File: config.mk
export PLATFORM = sky130hd
export DESIGN_NAME = spi_datapath
export DESIGN_NICKNAME = d
export VERILOG_FILES = /design/src/rtl/spi_datapath.sv
export SDC_FILE = /design/constraint.sdc
export NUM_CORES = 1
export LEC_CHECK = 0
export CORE_ASPECT_RATIO = 2
export CORE_UTILIZATION = 40
export CTS_BUF_LIST = sky130_fd_sc_hd__clkbuf_8
export DETAILED_ROUTE_END_ITERATION = 10
export GPL_ROUTABILITY_DRIVEN = 0
export GPL_TIMING_DRIVEN = 0
export PLACE_DENSITY = 0.67
export SETUP_SLACK_MARGIN = 0.1
export SYNTH_ARGS = -nofsm -noshare
export SYNTH_HDL_FRONTEND = slang
export SYNTH_SLANG_ARGS = --single-unit
File: constraint.sdc
create_clock -name clk -period 6 [get_ports clk]
set_input_delay 0.9 -clock clk [delete_from_list [all_inputs] [get_ports clk]]
set_output_delay 0.9 -clock clk [all_outputs]
set_load 0.02 [all_outputs]
File: src/rtl/spi_datapath.sv
// SPI slave data path: oversamples sclk/cs_n/mosi on clk, decodes a 4-bit status,
// 20-bit address and 16 data bits over 1/2/4 lanes, and shifts back rdata on reads.
module spi_datapath (
  input  logic        clk,
  input  logic        reset,
  input  logic        sclk,
  input  logic        cs_n,
  input  logic [3:0]  mosi,
  input  logic [1:0]  spi_mode,
  input  logic [15:0] rdata,
  output logic        address_ready,
  output logic        data_ready,
  output logic [3:0]  miso,
  output logic [19:0] addr,
  output logic [3:0]  status,
  output logic [15:0] wdata,
  output logic        cs_n_o,
  output logic        miso_start
);

  typedef enum logic [2:0] {
    IDLE,
    HEADER,
    WDATA,
    RDATA,
    DONE
  } state_t;

  localparam logic [1:0] LANE_SINGLE = 2'b01;
  localparam logic [1:0] LANE_DUAL   = 2'b10;
  localparam logic [1:0] LANE_QUAD   = 2'b11;

  state_t      state;
  logic        sclk_s1, sclk_s2, sclk_d;
  logic        cs_n_s1, cs_n_s2, cs_n_d;
  logic [3:0]  mosi_s1, mosi_s2;
  logic [1:0]  lane_q;
  logic [4:0]  bit_cnt;
  logic [23:0] rx_sr;
  logic [15:0] tx_sr;
  logic        tx_started;

  logic        sclk_rise, sclk_fall, cs_fall, cs_rise;
  logic [4:0]  step;
  logic [4:0]  cnt_next;
  logic [23:0] rx_next;
  logic [15:0] tx_shift;

  // Top L bits of a word, higher lane carrying the more significant bit.
  function automatic logic [3:0] top_bits(input logic [15:0] v, input logic [1:0] l);
    case (l)
      LANE_QUAD: return v[15:12];
      LANE_DUAL: return {2'b00, v[15:14]};
      default:   return {3'b000, v[15]};
    endcase
  endfunction

  always_ff @(posedge clk) begin
    if (reset) begin
      sclk_s1 <= 1'b0;
      sclk_s2 <= 1'b0;
      sclk_d  <= 1'b0;
      cs_n_s1 <= 1'b1;
      cs_n_s2 <= 1'b1;
      cs_n_d  <= 1'b1;
      mosi_s1 <= '0;
      mosi_s2 <= '0;
    end else begin
      sclk_s1 <= sclk;
      sclk_s2 <= sclk_s1;
      sclk_d  <= sclk_s2;
      cs_n_s1 <= cs_n;
      cs_n_s2 <= cs_n_s1;
      cs_n_d  <= cs_n_s2;
      mosi_s1 <= mosi;
      mosi_s2 <= mosi_s1;
    end
  end

  assign cs_n_o    = cs_n_s2;
  assign sclk_rise = sclk_s2 & ~sclk_d;
  assign sclk_fall = ~sclk_s2 & sclk_d;
  assign cs_fall   = ~cs_n_s2 & cs_n_d;
  assign cs_rise   = cs_n_s2 & ~cs_n_d;

  always_comb begin
    step     = 5'd1;
    rx_next  = {rx_sr[22:0], mosi_s2[0]};
    tx_shift = {tx_sr[14:0], 1'b0};
    case (lane_q)
      LANE_QUAD: begin
        step     = 5'd4;
        rx_next  = {rx_sr[19:0], mosi_s2};
        tx_shift = {tx_sr[11:0], 4'b0000};
      end
      LANE_DUAL: begin
        step     = 5'd2;
        rx_next  = {rx_sr[21:0], mosi_s2[1:0]};
        tx_shift = {tx_sr[13:0], 2'b00};
      end
      default: ;
    endcase
    cnt_next = bit_cnt + step;
  end

  always_ff @(posedge clk) begin
    if (reset) begin
      state         <= IDLE;
      lane_q        <= LANE_SINGLE;
      bit_cnt       <= '0;
      rx_sr         <= '0;
      tx_sr         <= '0;
      tx_started    <= 1'b0;
      address_ready <= 1'b0;
      data_ready    <= 1'b0;
      miso_start    <= 1'b0;
      miso          <= '0;
      addr          <= '0;
      status        <= '0;
      wdata         <= '0;
    end else begin
      address_ready <= 1'b0;
      data_ready    <= 1'b0;
      miso_start    <= 1'b0;
      if (cs_rise) begin
        state <= IDLE;
        miso  <= '0;
      end else begin
        case (state)
          IDLE: begin
            miso <= '0;
            if (cs_fall) begin
              state   <= HEADER;
              bit_cnt <= '0;
              lane_q  <= (spi_mode == 2'b00) ? LANE_SINGLE : spi_mode;
            end
          end
          HEADER: begin
            if (sclk_rise) begin
              rx_sr <= rx_next;
              if (cnt_next == 5'd24) begin
                status        <= rx_next[23:20];
                addr          <= rx_next[19:0];
                address_ready <= 1'b1;
                bit_cnt       <= '0;
                tx_started    <= 1'b0;
                state         <= rx_next[23] ? WDATA : RDATA;
              end else begin
                bit_cnt <= cnt_next;
              end
            end
          end
          WDATA: begin
            if (sclk_rise) begin
              rx_sr <= rx_next;
              if (cnt_next == 5'd16) begin
                wdata      <= rx_next[15:0];
                data_ready <= 1'b1;
                state      <= DONE;
              end else begin
                bit_cnt <= cnt_next;
              end
            end
          end
          RDATA: begin
            // First fall loads rdata directly so its top bits go out without a shift.
            if (sclk_fall) begin
              if (!tx_started) begin
                tx_sr      <= rdata;
                miso       <= top_bits(rdata, lane_q);
                miso_start <= 1'b1;
                tx_started <= 1'b1;
              end else begin
                tx_sr <= tx_shift;
                miso  <= top_bits(tx_shift, lane_q);
              end
            end else if (sclk_rise) begin
              if (cnt_next == 5'd16) begin
                data_ready <= 1'b1;
                miso       <= '0;
                state      <= DONE;
              end else begin
                bit_cnt <= cnt_next;
              end
            end
          end
          DONE: begin
            miso <= '0;
          end
          default: begin
            state <= IDLE;
            miso  <= '0;
          end
        endcase
      end
    end
  end

endmodule

==> metrics.txt, run 1 <==
Worst setup SP type=flip-flop; GRT Residual Overflow=0; number of cells on the worst hold path=1; H-tree levels=3; num ports=74; die width=82.9 um; CTS hold repair buffers=0; Int Pwr=996 uW; fmax=218 MHz; Final period util=76.4%; CP Class=reg2reg; Adder-Cell Fraction of Synth Area=1.19%; Leak Pwr=2.27 nW; area used by multi-input combinational logic=0.00281 mm^2; met3 routed WL=620 um; cts bufs inserted=9; Worst Tran Pin Value=1.06 ns; vias in the first global route=4,816; initial antenna violation count=0; Total Routing Usage GR=22.3%; Final Critical Period=4.58 ns; Power Density=223 mW/mm^2; xor and xnor area share after synthesis=0.502%; post-synthesis compound-gate area fraction=15.2%; CP Data Required Time=6.27 ns; switching power=419 uW; critical path peak fanout=10; clock tree buffer depth=2; fill count=1,224; VDD IR-drop max=0.140 mV; post-DP HPWL=11,300 um; TritonCTS Sinks=110; Worst-Skew Late Latency=0.39 ns; Yosys top cell area share=42.0%; Area Growth Syn to Fin=20.9%; first-pass GRT wire length=24,100 um; met2 WL=8100 um; crit end category=flip-flop; Hold Startpoint=cs_n_s1; most common cell in the netlist=dfxtp_1; uppermost layer routed=met4; Fin Hold WS=0.424 ns; Slew Viols, Final=0; hold violation count in the final report=0; most common flop cell mapped by yosys=dfxtp_1; Gate Count Post-Synth=604; PostCTS Resize Cnt=0; die area=0.0136 mm^2; DRC=0; First-pass DRT Iterations=5; sequential share of power=53.2%; Commonest cells post-synth=110 x dfxtp_1, 103 x nor2_1, 90 x mux2i_1; Cell variety after synth=55; simple-gate share of the synthesized area=19.0%; Worst-path clk slew=0.11 ns; sequential fraction of the synthesis area=42.0%; relative slew slack=29.0%; Mapped Avg Cell Area=8.67 um^2; Die Ht=164 um; Synthesized Nets=635; net switching fraction of the power=29.6%; Synth area leaders=dfxtp_1 42%, mux2i_1 17%, nor2_1 7.4%; asr flop ratio synth=0%; 1st-iter DRT viols=431; RSZ-0062 raised after global routing=no; Worst EP arrival=4.85 ns; WHS Endpoint=cs_n_o; post-route setup TNS=0 ns; Hold Crit Class=reg2reg; post-synthesis mux area share=17.6%; Worst R2R Setup Slack=1.42 ns; Worst Reg2Reg Path Length in Cells=14; CTS tree=done; clock network fraction of total power=30.9%; drt via density=5.62; YS warnings=0; Post-CTS Setup Repair Bufs=0; Starting Density=41.2%; share of layout cells above drive strength 1=4.48%; met1 wire length=5650 um; largest family of logic cells by synthesized area=simple AND/OR/NAND/NOR gates; Diodes inserted=0; largest net degree at the start of global routing=18; via count=4,732; drt wl/cell=17.8 um; FF-to-FF End=wdata[11]; number of synthesized register bits=110; Gate power share=15.9%; core area=0.0127 mm^2; WL final=14,900 um; register area=0.00220 mm^2; Final ANT Viol Nets=0; row cnt=58; MaxCap Viol Count=0; I/O Buffers=72; post-synth top area cell=dfxtp_1; Clock Tree Root=clkbuf_8; nets@finish=718; Setup Viol. Count Final=0; EDFF count, synth=0; Syn Std Cell Area=0.00524 mm^2; Reg2Reg Launch Point=lane_q[0]; Setup Skew=0.0105 ns; status=completed
[worst max-delay path by stage]
| stage | slack (ns) | to | startpoint | cells after the start |
|---|---|---|---|---|
| after floorplan | 2.17 | wdata[10] | lane_q[0] | 14 |
| after global placement | 1.50 | wdata[4] | lane_q[0] | 14 |
| after detailed placement | 1.40 | wdata[11] | lane_q[0] | 14 |
| after CTS | 1.39 | wdata[11] | lane_q[0] | 14 |
| after global routing | 1.15 | wdata[8] | lane_q[0] | 14 |
| final | 1.42 | wdata[11] | lane_q[0] | 14 |
[cells in the final DEF (no fill, tap or decap), drive strengths merged, types with 2 or more instances in the layout]
master,count
o21bai,2
nand3,12
or2,3
nor2b,15
a31oi,4
dfxtp,110
buf,15
a211oi,17
o21ai,11
clkbuf,40
nor2,104
a21oi,60
nand2b,7
nand2,51
mux2i,90
a2111oi,2
o311ai,5
o211ai,4
nand4,3
nand3b,3
nand4b,3
clkdlybuf4s50,72
or3,4
nor3,4
and3,4
inv,12
a211o,3
and2,2
xnor2,3
ha,5
[flip-flops by register name, indices dropped and copies added, names as in the netlist]
signal         flops
sclk_s2            1
bit_cnt            5
cs_n_s1            1
lane_q             2
tx_sr             15
wdata             16
sclk_d             1
status             4
state              3
cs_n_o             1
address_ready      1
mosi_s2            4
cs_n_d             1
mosi_s1            4
rx_sr             23
miso               4
data_ready         1
miso_start         1
tx_started         1
addr              20
sclk_s1            1
[critical path, stage by stage, from the launching register on]
cell	delay (ns)
dfxtp_1	0.34
buf_6	0.15
clkbuf_1	0.45
buf_1	0.52
nand2b_1	0.22
xnor2_1	0.09
ha_1	0.24
a21o_1	0.21
o21a_1	0.19
or4_4	0.48
buf_6	0.15
a2111oi_4	0.86
buf_6	0.27
mux2i_1	0.22
nor2_1	0.05
[layer usage]
metal	vias up	track usage (%)
li1	2283	-
met1	2247	23.0
met2	160	42.7
met3	42	2.76
met4	0	12.7
met5	-	0
[kinds of logic after synthesis]
kind of cell / after synthesis
simple gates: 220
compound gates: 123
flops: 110
mux: 91
buf+inv: 52
fa+ha+maj: 5
xor+xnor: 3
[power groups by stage]
| stage | Combinational, mW | Sequential [mW] | Clock (mW) |
|---|---|---|---|
| after global placement | 0.212 | 0.768 | 0 |
| after global routing | 0.245 | 0.755 | 0.469 |
| after detailed placement | 0.219 | 0.769 | 0 |
| final | 0.225 | 0.753 | 0.438 |
| after floorplan | 0.150 | 0.766 | 0 |
| after CTS | 0.220 | 0.752 | 0.442 |
[through the flow]
stage	setup WS [ns]	std cells	power [mW]	utilization, %	area, um^2
6_report	1.42	842	1.41	49.9	6330
5_1_grt	1.15	842	1.47	49.9	6330
4_1_cts	1.39	842	1.41	49.9	6330
3_5_place_dp	1.40	826	0.988	48.4	6150
3_3_place_gp	1.50	826	0.980	48.4	6150
2_1_floorplan	2.17	604	0.916	-	5240
[cell type report]
cell class	instances	share of cell area, %
Clock inverter	5	0.534
Inverter	8	0.474
Sequential cell	110	34.8
Multi-Input combinational cell	442	44.3
Clock buffer	11	2.39
Tap cell	150	2.96
Buffer	44	3.16
Timing Repair Buffer	72	11.4
Power figures use the tool's default switching activity.
==> inputs of run 2 (changes only) <==
==> constraint.sdc (replaced) <==
create_clock -name clk -period 4.3 [get_ports clk]
set_input_delay 0.645 -clock clk [delete_from_list [all_inputs] [get_ports clk]]
set_output_delay 0.645 -clock clk [all_outputs]
set_load 0.02 [all_outputs]
==> run 2 against run 1 <==
  * Largest power group unchanged
  * Sequential cell count stayed put
  * Die area stayed put
  * First-iteration DRC count is 19% lower
  * Non-clock buffer count is 2 higher
  * Wire length is 0.11% lower
  * Count of clock-buffer cells in the layout stayed put
  * Sequential share of layout area is 0.18 points lower
==> metrics.txt, run 2 (synthesis results as in run 1) <==
Worst-Skew Late Latency=0.38 ns (was 0.39 ns); Worst-path clk slew=0.10 ns (was 0.11 ns); Setup Skew=0.0108 ns (was 0.0105 ns); WL final=14,900 um (about the same); MaxCap Viol Count=0 (unchanged); CTS tree=done (unchanged); Worst Tran Pin Value=1.10 ns (was 1.06 ns); hold violation count in the final report=0 (unchanged); total power=1.97 mW (was 1.41 mW); Critical Path Start=lane_q[1] (was lane_q[0]); Worst Reg2Reg Path Length in Cells=12 (was 14); H-tree levels=3 (unchanged); pre-CTS setup slack=-0.296 ns (was 1.40 ns); die area=0.0136 mm^2 (unchanged); post-route setup TNS=0 ns (unchanged); utilization after layout=50.1% (was 49.9%); largest net degree at the start of global routing=18 (unchanged); GRT Residual Overflow=0 (unchanged); Worst R2R Setup Slack=0.39 ns (was 1.42 ns); Reg2Reg Launch Point=lane_q[1] (was lane_q[0]); cts bufs inserted=9 (unchanged); max FFs per register=23 (unchanged); die width=82.9 um (unchanged); first-pass GRT wire length=24,100 um (about the same); Diodes inserted=0 (unchanged); PnR worst setup slack=0.394 ns (was 1.42 ns); relative slew slack=26.4% (was 29.0%); FF-to-FF End=addr[7] (was wdata[11]); via count=4,742 (was 4,732); CP max stage cell=clkbuf_1 (was a2111oi_4); num ports=74 (unchanged); Area Growth Syn to Fin=21.5% (was 20.9%); commonest non-fill, non-tap cells in the layout=110 x dfxtp_1, 103 x nor2_1, 90 x mux2i_1 (unchanged); Slew Viols, Final=0 (unchanged); VDD IR-drop max=0.196 mV (was 0.140 mV); Setup crit end=addr[7] (was wdata[11]); Setup Viol. Count Final=0 (unchanged); Final period util=90.8% (was 76.4%); Die Ht=164 um (unchanged); CP peak stage delay=0.49 ns (was 0.86 ns); Post-Layout Cell Count=844 (was 842); status=completed (unchanged); CP Class=reg2reg (unchanged); Final Critical Period=3.91 ns (was 4.58 ns); Hold Crit Class=reg2reg (unchanged); Starting Density=41.2% (unchanged); # placed instances=826 (unchanged); Worst setup SP type=flip-flop (unchanged); I/O Buffers=72 (unchanged); Fin Hold WS=0.424 ns (about the same); vias in the first global route=4,832 (was 4,816); share of layout cells above drive strength 1=5.33% (was 4.48%); Total Routing Usage GR=22.3% (about the same); TritonCTS Sinks=110 (unchanged); clock tree buffer depth=2 (unchanged); most frequent CP cell=buf_2 (was buf_6); core area=0.0127 mm^2 (unchanged); crit end category=flip-flop (unchanged); First-pass DRT Iterations=5 (unchanged); biggest regs=rx_sr: 23 flops, addr: 20 flops, wdata: 16 flops (unchanged); Power Density=310 mW/mm^2 (was 223 mW/mm^2); design area=0.00636 mm^2 (was 0.00633 mm^2); Clock Tree Root=clkbuf_8 (unchanged); Post-DP Area=0.00615 mm^2 (unchanged); register area=0.00220 mm^2 (unchanged); Worst EP arrival=4.16 ns (was 4.85 ns); nets@finish=720 (was 718); RSZ-0062 raised after global routing=no (unchanged); area used by multi-input combinational logic=0.00281 mm^2 (unchanged); CTS hold repair buffers=0 (unchanged); post-DP HPWL=11,300 um (unchanged); Final ANT Viol Nets=0 (unchanged); fmax=256 MHz (was 218 MHz); DRC=0 (unchanged); drt via density=5.62 (about the same); commonest non-fill, non-tap cell in the layout=dfxtp_1 (unchanged); row cnt=58 (unchanged); drt wl/cell=17.7 um (was 17.8 um); CP Data Required Time=4.55 ns (was 6.27 ns); fill count=1,220 (was 1,224); critical path peak fanout=10 (unchanged); initial antenna violation count=0 (unchanged); Leak Pwr=2.30 nW (was 2.27 nW); Reg with most FFs=rx_sr (unchanged); 1st-iter DRT viols=349 (was 431); worst-path cell chain=buf_2 -> clkbuf_1 -> nand2b_1 -> xnor2_1 -> ha_1 -> or3_1 -> a211o_1 -> nor4_1 -> buf_2 -> buf_2 -> mux2i_1 -> nor2_1 (was buf_6 -> clkbuf_1 -> buf_1 -> nand2b_1 -> xnor2_1 -> ha_1 -> a21o_1 -> o21a_1 -> or4_4 -> buf_6 -> a2111oi_4 -> buf_6 -> mux2i_1 -> nor2_1)
==> run 2: cell count changes in the layout (fill, tap and decap cells not counted), sizes merged <==
cell    change
clkbuf      +2
==> run 2: cell type report <==
class,count,area share (%)
multi-input cells,442,44.1
flip-flops and latches,110,34.6
repair buffers,74,11.8
plain buffers,44,3.22
well taps,150,2.95
clock buffers,11,2.38
clock inverters,5,0.531
inverters,8,0.472
==> run 2: worst min-delay path by stage <==
| stage | from | to | slack [ns] | cells past startpoint |
|---|---|---|---|---|
| after floorplan | cs_n_s1 | cs_n_o | 0.39 | 1 |
| final | cs_n_s1 | cs_n_o | 0.42 | 1 |
| after global placement | cs_n_s1 | cs_n_o | 0.39 | 1 |
| after CTS | cs_n_s1 | cs_n_o | 0.43 | 1 |
| after detailed placement | cs_n_s1 | cs_n_o | 0.40 | 1 |
| after global routing | cs_n_s1 | cs_n_o | 0.45 | 1 |
==> run 2: worst max-delay path, delay by kind of cell, from the launching register on <==
family,cells,cell delay [ns]
multiplexers,1,0.24
flip-flops,1,0.38
adder cells (fa/ha/maj),1,0.23
buffers and inverters,4,1.46
XOR/XNOR,1,0.17
AND/OR/NAND/NOR,4,0.93
AO/OA/AOI/OAI,1,0.36
==> run 2: report_power, final <==
| part | total, mW | switching [mW] | internal, mW |
|---|---|---|---|
| clock network | 0.607 | 0.363 | 0.245 |
| registers | 1.05 | 0.0138 | 1.04 |
| logic | 0.314 | 0.205 | 0.109 |
==> run 2: what timing repair did <==
item,in CTS,in global routing
pin swaps,1,0
gates cloned,0,0
resized for setup,0,7
setup endpoints to repair,16,42
setup buffers,2,0
==> run 2: layer usage <==
| metal | GRT usage (%) | vias to the layer above | wire (um) |
|---|---|---|---|
| met3 | 3.17 | 40 | 542 |
| li1 | - | 2286 | - |
| met5 | 0 | - | 0 |
| met2 | 42.8 | 147 | 8190 |
| met1 | 23.0 | 2269 | 5650 |
| met4 | 11.9 | 0 | 546 |
==> inputs of run 3 (changes only) <==
--- a/config.mk
+++ b/config.mk
@@ -5,7 +5,8 @@
 export SDC_FILE = /design/constraint.sdc
 export NUM_CORES = 1
 export LEC_CHECK = 0
-export CORE_ASPECT_RATIO = 2
+export ABC_AREA = 1
+export CORE_ASPECT_RATIO = 0.9
 export CORE_UTILIZATION = 40
 export CTS_BUF_LIST = sky130_fd_sc_hd__clkbuf_8
 export DETAILED_ROUTE_END_ITERATION = 10
==> run 3 against run 2 <==
  * Via count up 6.0%
  * Global-route usage down 0.33 points
  * Final cell count up 15%
  * Sequential cell count unchanged
==> metrics.txt, run 3 <==
Setup Viol. Count Final=0 (unchanged); I/O Buffers=72 (unchanged); clock network fraction of total power=29.3% (was 30.8%); Starting Density=41.6% (was 41.2%); Synthesized Nets=757 (was 635); kind of cell adding the most delay to the critical path=buffers and inverters (unchanged); CP peak stage delay=0.40 ns (was 0.49 ns); MaxCap Viol Count=0 (unchanged); sequential fraction of the synthesis area=43.3% (was 42.0%); Post-Layout Cell Count=974 (was 844); Gate Count Post-Synth=726 (was 604); Worst EP arrival=3.32 ns (was 4.16 ns); drt wl/cell=14.2 um (was 17.7 um); RSZ-0062 raised after global routing=no (unchanged); Leak Pwr=2.40 nW (was 2.30 nW); design area=0.00621 mm^2 (was 0.00636 mm^2); First-pass DRT Iterations=8 (was 5); Yosys top cell area share=43.3% (was 42.0%); Int Pwr=1.51 mW (was 1.39 mW); max FFs per register=23 (unchanged); first-pass GRT wire length=22,600 um (was 24,100 um); via count=5,027 (was 4,742); Mapped Avg Cell Area=7.00 um^2 (was 8.67 um^2); biggest regs=rx_sr: 23 flops, addr: 20 flops, wdata: 16 flops (unchanged); crit end category=flip-flop (unchanged); CP Data Required Time=4.57 ns (was 4.55 ns); commonest non-fill, non-tap cell in the layout=nand2_1 (was dfxtp_1); Syn Std Cell Area=0.00508 mm^2 (was 0.00524 mm^2); fill count=1,228 (was 1,220); cts bufs inserted=9 (unchanged); Post-CTS Setup Repair Bufs=0 (was 2); asr flop ratio synth=0% (unchanged); CP bufs+invs=6 (was 4); Setup Skew=0.0187 ns (was 0.0108 ns); Synth area leaders=dfxtp_1 43%, nand2_1 9.2%, o21ai_0 7.7% (was dfxtp_1 42%, mux2i_1 17%, nor2_1 7.4%); vias in the first global route=4,552 (was 4,832); Worst setup SP type=flip-flop (unchanged); Commonest cells post-synth=125 x nand2_1, 110 x dfxtp_1, 94 x nor2_1 (was 110 x dfxtp_1, 103 x nor2_1, 90 x mux2i_1); Final Critical Period=3.05 ns (was 3.91 ns); Final period util=71.0% (was 90.8%); num ports=74 (unchanged); Hold Crit Class=reg2reg (unchanged); Power Density=353 mW/mm^2 (was 310 mW/mm^2); commonest non-fill, non-tap cells in the layout=125 x nand2_1, 110 x dfxtp_1, 94 x nor2_1 (was 110 x dfxtp_1, 103 x nor2_1, 90 x mux2i_1); most common cell in the netlist=nand2_1 (was dfxtp_1); CTS hold repair buffers=0 (unchanged); Die Ht=109 um (was 164 um); clock tree buffer depth=2 (unchanged); CTS tree=done (unchanged); switching power=674 uW (was 581 uW); critical path peak fanout=10 (unchanged); # placed instances=958 (was 826); H-tree levels=3 (unchanged); largest net degree at the start of global routing=17 (was 18); Worst-path clk slew=0.11 ns (was 0.10 ns); relative slew slack=55.3% (was 26.4%); VDD IR-drop max=0.275 mV (was 0.196 mV); most common flop cell mapped by yosys=dfxtp_1 (unchanged); Worst Tran Pin Value=0.670 ns (was 1.10 ns); Slew Viols, Final=0 (unchanged); nets@finish=840 (was 720); Clock Tree Root=clkbuf_8 (unchanged); row cnt=38 (was 58); hold violation count in the final report=0 (unchanged); share of layout cells above drive strength 1=7.74% (was 5.33%); CP max stage cell=dfxtp_1 (was clkbuf_1); initial antenna violation count=0 (unchanged); core area=0.0122 mm^2 (was 0.0127 mm^2); 1st-iter DRT viols=371 (was 349); Reg with most FFs=rx_sr (unchanged); TritonCTS Sinks=110 (unchanged); Worst-Skew Late Latency=0.39 ns (was 0.38 ns); post-DP HPWL=10,300 um (was 11,300 um); utilization after layout=50.8% (was 50.1%); CP Class=reg2reg (unchanged); sequential share of power=50.8% (was 53.3%); status=completed (unchanged); die area=0.0132 mm^2 (was 0.0136 mm^2); EDFF count, synth=0 (unchanged); drt via density=5.16 (was 5.62); fmax=328 MHz (was 256 MHz); post-synth top area cell=dfxtp_1 (unchanged); net switching fraction of the power=30.8% (was 29.5%); die width=121 um (was 82.9 um); Fin Hold WS=0.405 ns (was 0.424 ns); Cell variety after synth=39 (was 55); WL final=13,900 um (was 14,900 um); Final ANT Viol Nets=0 (unchanged); DRC=0 (unchanged); Total Routing Usage GR=22.0% (was 22.3%); GRT Residual Overflow=0 (unchanged); Area Growth Syn to Fin=22.1% (was 21.5%); Gate power share=19.9% (was 15.9%); worst-path cell chain=buf_4 -> clkinv_1 -> clkbuf_1 -> ha_1 -> ha_1 -> inv_1 -> nand2_1 -> nand2_1 -> nand3_1 -> nor2_4 -> nand3_2 -> inv_2 -> nand2_4 -> buf_6 -> o21ai_1 -> a21oi_1 (was buf_2 -> clkbuf_1 -> nand2b_1 -> xnor2_1 -> ha_1 -> or3_1 -> a211o_1 -> nor4_1 -> buf_2 -> buf_2 -> mux2i_1 -> nor2_1); post-route setup TNS=0 ns (unchanged); Post-DP Area=0.00601 mm^2 (was 0.00615 mm^2); YS warnings=0 (unchanged); Diodes inserted=0 (unchanged); PostCTS Resize Cnt=0 (unchanged); number of synthesized register bits=110 (unchanged)
-- run 3: cell types whose count changed after synthesis, moves of 17 or more --
cell / delta
a21oi_1: +17
inv_1: +70
mux2i_1: -90
nand2_1: +74
nand3_1: +23
o21ai_0: +67
o21ai_1: +18
-- run 3: worst reg2reg max path, stage by stage, from the launching register on --
cell and delay [ns]:
dfxtp_1 0.40, buf_4 0.22, clkinv_1 0.28, clkbuf_1 0.34, ha_1 0.29, ha_1 0.18
inv_1 0.07, nand2_1 0.07, nand2_1 0.09, nand3_1 0.12, nor2_4 0.19, nand3_2 0.14
inv_2 0.11, nand2_4 0.09, buf_6 0.16, o21ai_1 0.14, a21oi_1 0.05
-- run 3: logic make-up (layout without fill, tap and decap cells) --
family                   count (synthesis)  count (layout)  synth area share, %
AO/OA/AOI/OAI                          198             198                 20.8
flip-flops                             110             110                 43.3
buffers and inverters                  131             219                 10.8
adder cells (fa/ha/maj)                  5               5                 1.23
AND/OR/NAND/NOR                        282             282                 23.9
-- run 3: area by class of cell --
class                      instances  area, um^2  area share [%]
multi-input combinational        485        2340            37.6
sequential                       110        2200            35.5
timing repair buffer              72         721            11.6
inverter                          92         345            5.56
buffer                            39         201            3.25
tap                              160         200            3.23
clock buffer                      11         151            2.44
clock inverter                     5        50.0           0.806
-- run 3: final timing paths --
check | startpoint | endpoint | slack (ns) | cells after the start
setup / recovery | lane_q[1] | wdata[4] | 1.25 | 16
hold reg to reg | mosi_s1[1] | mosi_s2[1] | 0.40 | 2
hold / removal | mosi_s1[1] | mosi_s2[1] | 0.40 | 2
setup reg to reg | lane_q[1] | wdata[4] | 1.25 | 16
-- run 3: metal layers --
metal	track usage [%]	up-vias	routed length (um)
met5	0	-	0
met4	6.17	0	133
met3	5.33	21	1150
met2	33.4	193	6040
met1	30.9	2288	6530
li1	-	2525	-
-- run 3: per-stage QoR --
stage	setup slack, ns	total power, mW
2_1_floorplan	1.94	1.44
3_3_place_gp	1.38	1.55
3_5_place_dp	1.29	1.56
4_1_cts	1.25	2.20
5_1_grt	0.979	2.32
6_report	1.25	2.19
-- run 3: power by group through the flow --
stage | clock (mW) | sequential, mW | combinational [mW]
after floorplan | 0 | 1.12 | 0.316
after global placement | 0 | 1.13 | 0.420
after detailed placement | 0 | 1.13 | 0.428
after CTS | 0.662 | 1.11 | 0.430
after global routing | 0.704 | 1.12 | 0.496
final | 0.642 | 1.11 | 0.436
